===== src/rtl/byte_uart_tx.sv =====
// Buffered 8N1 UART transmitter: a small byte FIFO feeding a start/data/stop serializer.
// Defining BYTE_UART_TX_PARITY_EN inserts an even-parity bit between the data bits and the stop bit.
module byte_uart_tx #(
    parameter int CLKS_PER_BIT = 4,
    parameter int FIFO_DEPTH   = 4
) (
    input  logic       clk,
    input  logic       rst,
    input  logic       in_valid,
    input  logic [7:0] in_data,
    output logic       in_ready,
    output logic       tx,
    output logic       busy,
    output logic [4:0] fifo_count
);
    localparam int            PW       = (FIFO_DEPTH > 1) ? $clog2(FIFO_DEPTH) : 1;
    localparam logic [PW-1:0] PTR_ONE  = PW'(1);
    localparam logic [7:0]    BIT_LAST = 8'(CLKS_PER_BIT - 1);
    localparam logic [4:0]    DEPTH_W  = 5'(FIFO_DEPTH);

`ifdef BYTE_UART_TX_PARITY_EN
    typedef enum logic [2:0] {
        IDLE   = 3'd0,
        START  = 3'd1,
        DATA   = 3'd2,
        PARITY = 3'd3,
        STOP   = 3'd4
    } state_e;

    function automatic logic even_parity(input logic [7:0] b);
        return ^b;
    endfunction
`else
    typedef enum logic [2:0] {
        IDLE  = 3'd0,
        START = 3'd1,
        DATA  = 3'd2,
        STOP  = 3'd4
    } state_e;
`endif

    logic [7:0]    mem_q [FIFO_DEPTH];
    logic [PW-1:0] wr_ptr_q, wr_ptr_d;
    logic [PW-1:0] rd_ptr_q, rd_ptr_d;
    logic [4:0]    count_q, count_d;
    state_e        state_q, state_d;
    logic [7:0]    timer_q, timer_d;
    logic [2:0]    idx_q, idx_d;
    logic [7:0]    byte_q, byte_d;
    logic          tx_q, tx_d;
    logic          busy_q, busy_d;
    logic          push_s, pop_s, bit_done_s;

    assign in_ready   = (count_q < DEPTH_W) && !rst;
    assign tx         = tx_q;
    assign busy       = busy_q;
    assign fifo_count = count_q;

    // Serializer next state: the timer restarts whenever the line value changes meaning.
    always_comb begin
        push_s     = in_valid && in_ready;
        bit_done_s = (timer_q == BIT_LAST);
        pop_s      = 1'b0;
        state_d    = state_q;
        timer_d    = timer_q;
        idx_d      = idx_q;
        byte_d     = byte_q;
        tx_d       = tx_q;
        case (state_q)
            IDLE: begin
                timer_d = 8'd0;
                if (count_q != 5'd0) begin
                    pop_s   = 1'b1;
                    byte_d  = mem_q[rd_ptr_q];
                    state_d = START;
                    tx_d    = 1'b0;
                end else begin
                    tx_d = 1'b1;
                end
            end
            START: begin
                if (bit_done_s) begin
                    state_d = DATA;
                    timer_d = 8'd0;
                    idx_d   = 3'd0;
                    tx_d    = byte_q[0];
                end else begin
                    timer_d = timer_q + 8'd1;
                end
            end
            DATA: begin
                if (bit_done_s) begin
                    timer_d = 8'd0;
                    if (idx_q == 3'd7) begin
                        idx_d = 3'd0;
`ifdef BYTE_UART_TX_PARITY_EN
                        state_d = PARITY;
                        tx_d    = even_parity(byte_q);
`else
                        state_d = STOP;
                        tx_d    = 1'b1;
`endif
                    end else begin
                        idx_d = idx_q + 3'd1;
                        tx_d  = byte_q[3'(idx_q + 3'd1)];
                    end
                end else begin
                    timer_d = timer_q + 8'd1;
                end
            end
`ifdef BYTE_UART_TX_PARITY_EN
            PARITY: begin
                if (bit_done_s) begin
                    state_d = STOP;
                    timer_d = 8'd0;
                    tx_d    = 1'b1;
                end else begin
                    timer_d = timer_q + 8'd1;
                end
            end
`endif
            STOP: begin
                if (bit_done_s) begin
                    timer_d = 8'd0;
                    // Chain straight into the next start bit so queued bytes leave without a gap.
                    if (count_q != 5'd0) begin
                        pop_s   = 1'b1;
                        byte_d  = mem_q[rd_ptr_q];
                        state_d = START;
                        tx_d    = 1'b0;
                    end else begin
                        state_d = IDLE;
                        tx_d    = 1'b1;
                    end
                end else begin
                    timer_d = timer_q + 8'd1;
                end
            end
            default: begin
                state_d = IDLE;
                timer_d = 8'd0;
                idx_d   = 3'd0;
                tx_d    = 1'b1;
            end
        endcase

        wr_ptr_d = push_s ? (wr_ptr_q + PTR_ONE) : wr_ptr_q;
        rd_ptr_d = pop_s ? (rd_ptr_q + PTR_ONE) : rd_ptr_q;
        case ({push_s, pop_s})
            2'b10:   count_d = count_q + 5'd1;
            2'b01:   count_d = count_q - 5'd1;
            default: count_d = count_q;
        endcase
        busy_d = (state_d != IDLE);
    end

    // State, pointer and output registers with synchronous reset.
    always_ff @(posedge clk) begin
        if (rst) begin
            state_q  <= IDLE;
            wr_ptr_q <= '0;
            rd_ptr_q <= '0;
            count_q  <= 5'd0;
            timer_q  <= 8'd0;
            idx_q    <= 3'd0;
            byte_q   <= 8'd0;
            tx_q     <= 1'b1;
            busy_q   <= 1'b0;
        end else begin
            state_q  <= state_d;
            wr_ptr_q <= wr_ptr_d;
            rd_ptr_q <= rd_ptr_d;
            count_q  <= count_d;
            timer_q  <= timer_d;
            idx_q    <= idx_d;
            byte_q   <= byte_d;
            tx_q     <= tx_d;
            busy_q   <= busy_d;
        end
    end

    // FIFO storage; push is already blocked while rst is high.
    always_ff @(posedge clk) begin
        if (push_s) begin
            mem_q[wr_ptr_q] <= in_data;
        end
    end
endmodule


===== config.mk =====
export PLATFORM = sky130hd
export DESIGN_NAME = byte_uart_tx
export DESIGN_NICKNAME = d
export VERILOG_FILES = /design/src/rtl/byte_uart_tx.sv
export SDC_FILE = /design/constraint.sdc
export NUM_CORES = 1
export LEC_CHECK = 0
export CORE_ASPECT_RATIO = 1.25
export CORE_MARGIN = 2
export CORE_UTILIZATION = 58
export CTS_CLUSTER_SIZE = 14
export DETAILED_ROUTE_END_ITERATION = 8
export GPL_ROUTABILITY_DRIVEN = 1
export PLACE_DENSITY = 0.78
export SKIP_CTS_REPAIR_TIMING = 1
export SLEW_MARGIN = 40
export SYNTH_ARGS = -nofsm -noshare
export SYNTH_HDL_FRONTEND = slang
export SYNTH_SLANG_ARGS = --single-unit

===== constraint.sdc =====
create_clock -name clk -period 4.2 [get_ports clk]
set_clock_uncertainty 0.1 [all_clocks]
set_input_delay 1.26 -clock clk [delete_from_list [all_inputs] [get_ports clk]]
set_output_delay 1.26 -clock clk [all_outputs]
set_load 0.05 [all_outputs]

==> flow_summary.ini <==
[timing]
worstMarginPinSlew_ns = 0.700
max-slew-margin-rel_pct = 53.0
min_period_ns = 3.62
fmax_ghz = 0.276
whs_ns = 0.358
finalHoldViolCount = 0
layout_setup_ws_ns = 0.580
setup-tns-final_ns = 0
period_share_pct = 86.2
rsz0062_at_grt = no
maxSlewViolCount = 0
setup_viol = 0

[route]
vias_per_cell = 5.84
drc = 0
wl_per_cell_um = 15.6
drt-initial-drc-count = 207
route.vias.total = 1946
drt_first_pass_iters = 4
ant_nets = 0
drt-total-wl_mm = 5.18

[floorplanning]
coreArea_um2 = 5040
rows = 29
ioPinCount = 19
die_y_um = 84.7
die_x_um = 68.5
die-area_um2 = 5800
initial_core_util_pct = 59.9

[logic_synthesis]
synth_cells = 251
synth_cell_types = 53
synth_ff_type = dfxtp_1
synth.area.mux_share_pct = 9.11
synth_edf_count = 32
synthAdderAreaFrac_pct = 4.56
synth_top_area_share_pct = 31.8
synth_area_leader_cell = edfxtp_1
synth_compound_area_share_pct = 11.4
synthArstFlopShare_pct = 0
syn_nets = 273
yosys.area_share.simple_pct = 12.8
synth_area_um2 = 3020
seq_area_frac_synth_pct = 55.0
avgSynthCellArea_um2 = 12.0
synthTopCellsByArea = edfxtp_1 (32%), dfxtp_1 (23%), mux4_2 (6.7%)
synth_top_family_by_area = simple AND/OR/NAND/NOR gates
synth_xor_area_share_pct = 3.48
yosysWarnings = 0
synth_seq_cells = 67

[global_route]
overflow = 0
antenna_found_initial = 0
grt_usage_pct = 20.3
grt_pass1_wl_mm = 8.62
grt_max_degree = 33
grt_pass1_vias = 1901

[clocking]
cts_buffers = 9
clock_latency_ns = 0.34
h-tree-depth = 3
cts-root-buf = clkbuf_8
cts_tree = done
clk_pin_slew_ns = 0.08
cts.sinks = 67
clockBufferDepth = 2

[layout]
fin_nets = 288
area_delta_synth_final_pct = 15.5
fillers = 367
drive_gt1_share_pct = 14.4
num_antenna_cells = 0

[power]
peakVddDrop_mv = 0.452
fin_total_pwr_mw = 2.45
p_per_area_nw_per_um2 = 702
p_leak_nw = 1.21

[critical_path]
path_class = in -> reg
cp_top_family = buffers and inverters
crit_slowest_cell = clkdlybuf4s50_1
cp.arrival_ns = 3.76
path_buf_inv = 2
crit_path_start_kind = primary input
crit_path_end_kind = flop
crit_required_ns = 4.34
crit_fanout = 7
cpPeakStageDelay_ns = 0.45
path_cells = clkdlybuf4s50_1 > nor4_4 > and2_1 > inv_1 > ha_1 > xor2_1 > ha_1 > o21a_1 > o21a_1 > o32ai_1 > mux2_2

[run]
cap_violations = 0

[status]
outcome = complete, no violations

[place]
pre_cts_ws_ns = 0.239
hpwl_mm = 3.47
io_buffers = 18
gp_congestion = 0.744

[hold_path]
hp-class = reg -> reg
-- layout make-up --
type	instances	area, um^2	share of cell area [%]
clock buffers	9	124	3.55
clock inverters	7	116	3.34
inverters	7	26.3	0.753
multi-input cells	160	1270	36.4
flip-flops and latches	67	1660	47.6
well taps	62	77.6	2.22
repair buffers	21	213	6.10
-- layer usage --
metal / up-vias / wire, um / global-route usage (%)
met4: 0 / 81 / 8.18
met5: - / 0 / 0
li1: 965 / - / -
met2: 34 / 2690 / 33.0
met1: 938 / 2260 / 25.0
met3: 9 / 152 / 5.76
-- sequential cells by signal (all words and copies together), names as in the netlist, named ones only --
name        cells
byte_q          8
fifo_count      5
busy            1
rd_ptr_q        2
mem_q          32
idx_q           3
tx              1
timer_q         8
state_q         3
wr_ptr_q        2
-- where the power goes --
group | internal (mW) | total, mW | switching, mW
Sequential | 0.796 | 0.911 | 0.115
Combinational | 0.407 | 0.899 | 0.492
Clock | 0.393 | 0.638 | 0.245
Total | 1.60 | 2.45 | 0.851
-- Yosys cell counts, types with 2 or more instances --
cell type,n
nor3b_1,3
mux2i_1,5
o21a_1,3
mux4_2,9
buf_6,2
and2_1,2
inv_1,7
and3_1,5
nand2b_1,4
clkbuf_1,11
nor2b_1,2
o21ai_0,17
a21oi_1,17
ha_1,11
nor3_1,3
nand3_1,11
nand3b_1,2
or3_1,3
edfxtp_1,32
buf_2,2
nor2_1,16
buf_1,2
xor2_1,7
dfxtp_1,35
xnor2_1,5
mux2_2,2
nand2_1,7
-- cells by family after synthesis --
kind of cell / after synthesis
adders and majority gates: 11
xor gates and xnor gates: 12
muxes: 16
AOI/OAI and AO/OA: 54
buffers and inverters: 24
DFF: 67
and+or+nand+nor: 67
-- cells in the final DEF (no fill, tap or decap), types with 2 or more instances in the layout --
cell	instances
dfxtp_1	35
edfxtp_1	32
a21oi_1	17
clkdlybuf4s50_1	17
nor2_1	16
o21ai_0	16
nand3_1	11
ha_1	11
mux4_2	9
clkbuf_8	9
nand2_1	7
inv_1	7
xor2_1	7
and3_1	5
xnor2_1	5
mux2i_1	5
nand2b_1	4
o21a_1	3
nor3_1	3
or3_1	3
nor3b_1	3
bufinv_16	3
buf_4	3
nor4_4	2
and2_1	2
nor2b_1	2
mux2_2	2
nand3b_1	2
clkinv_4	2
-- through the flow --
step,std cells,cell area [um^2],util [%]
3_5_place_dp,317,3240,64.3
6_report,333,3490,69.2
4_1_cts,333,3480,69.1
3_3_place_gp,317,3240,64.3
5_1_grt,333,3490,69.2
2_1_floorplan,251,3040,-
-- worst paths after layout --
| kind | start | to | slack [ns] | cells after the start |
|---|---|---|---|---|
| hold / removal | timer_q[0]$_SDFF_PP0_ | timer_q[0]$_SDFF_PP0_ | 0.36 | 1 |
| setup reg to reg | fifo_count[2]$_SDFFE_PP0P_ | fifo_count[4]$_SDFFE_PP0P_ | 0.86 | 11 |
| hold reg to reg | timer_q[0]$_SDFF_PP0_ | timer_q[0]$_SDFF_PP0_ | 0.36 | 1 |
| setup / recovery | rst | fifo_count[4]$_SDFFE_PP0P_ | 0.58 | 11 |
Note: power is estimated with default switching activity, not from simulation.
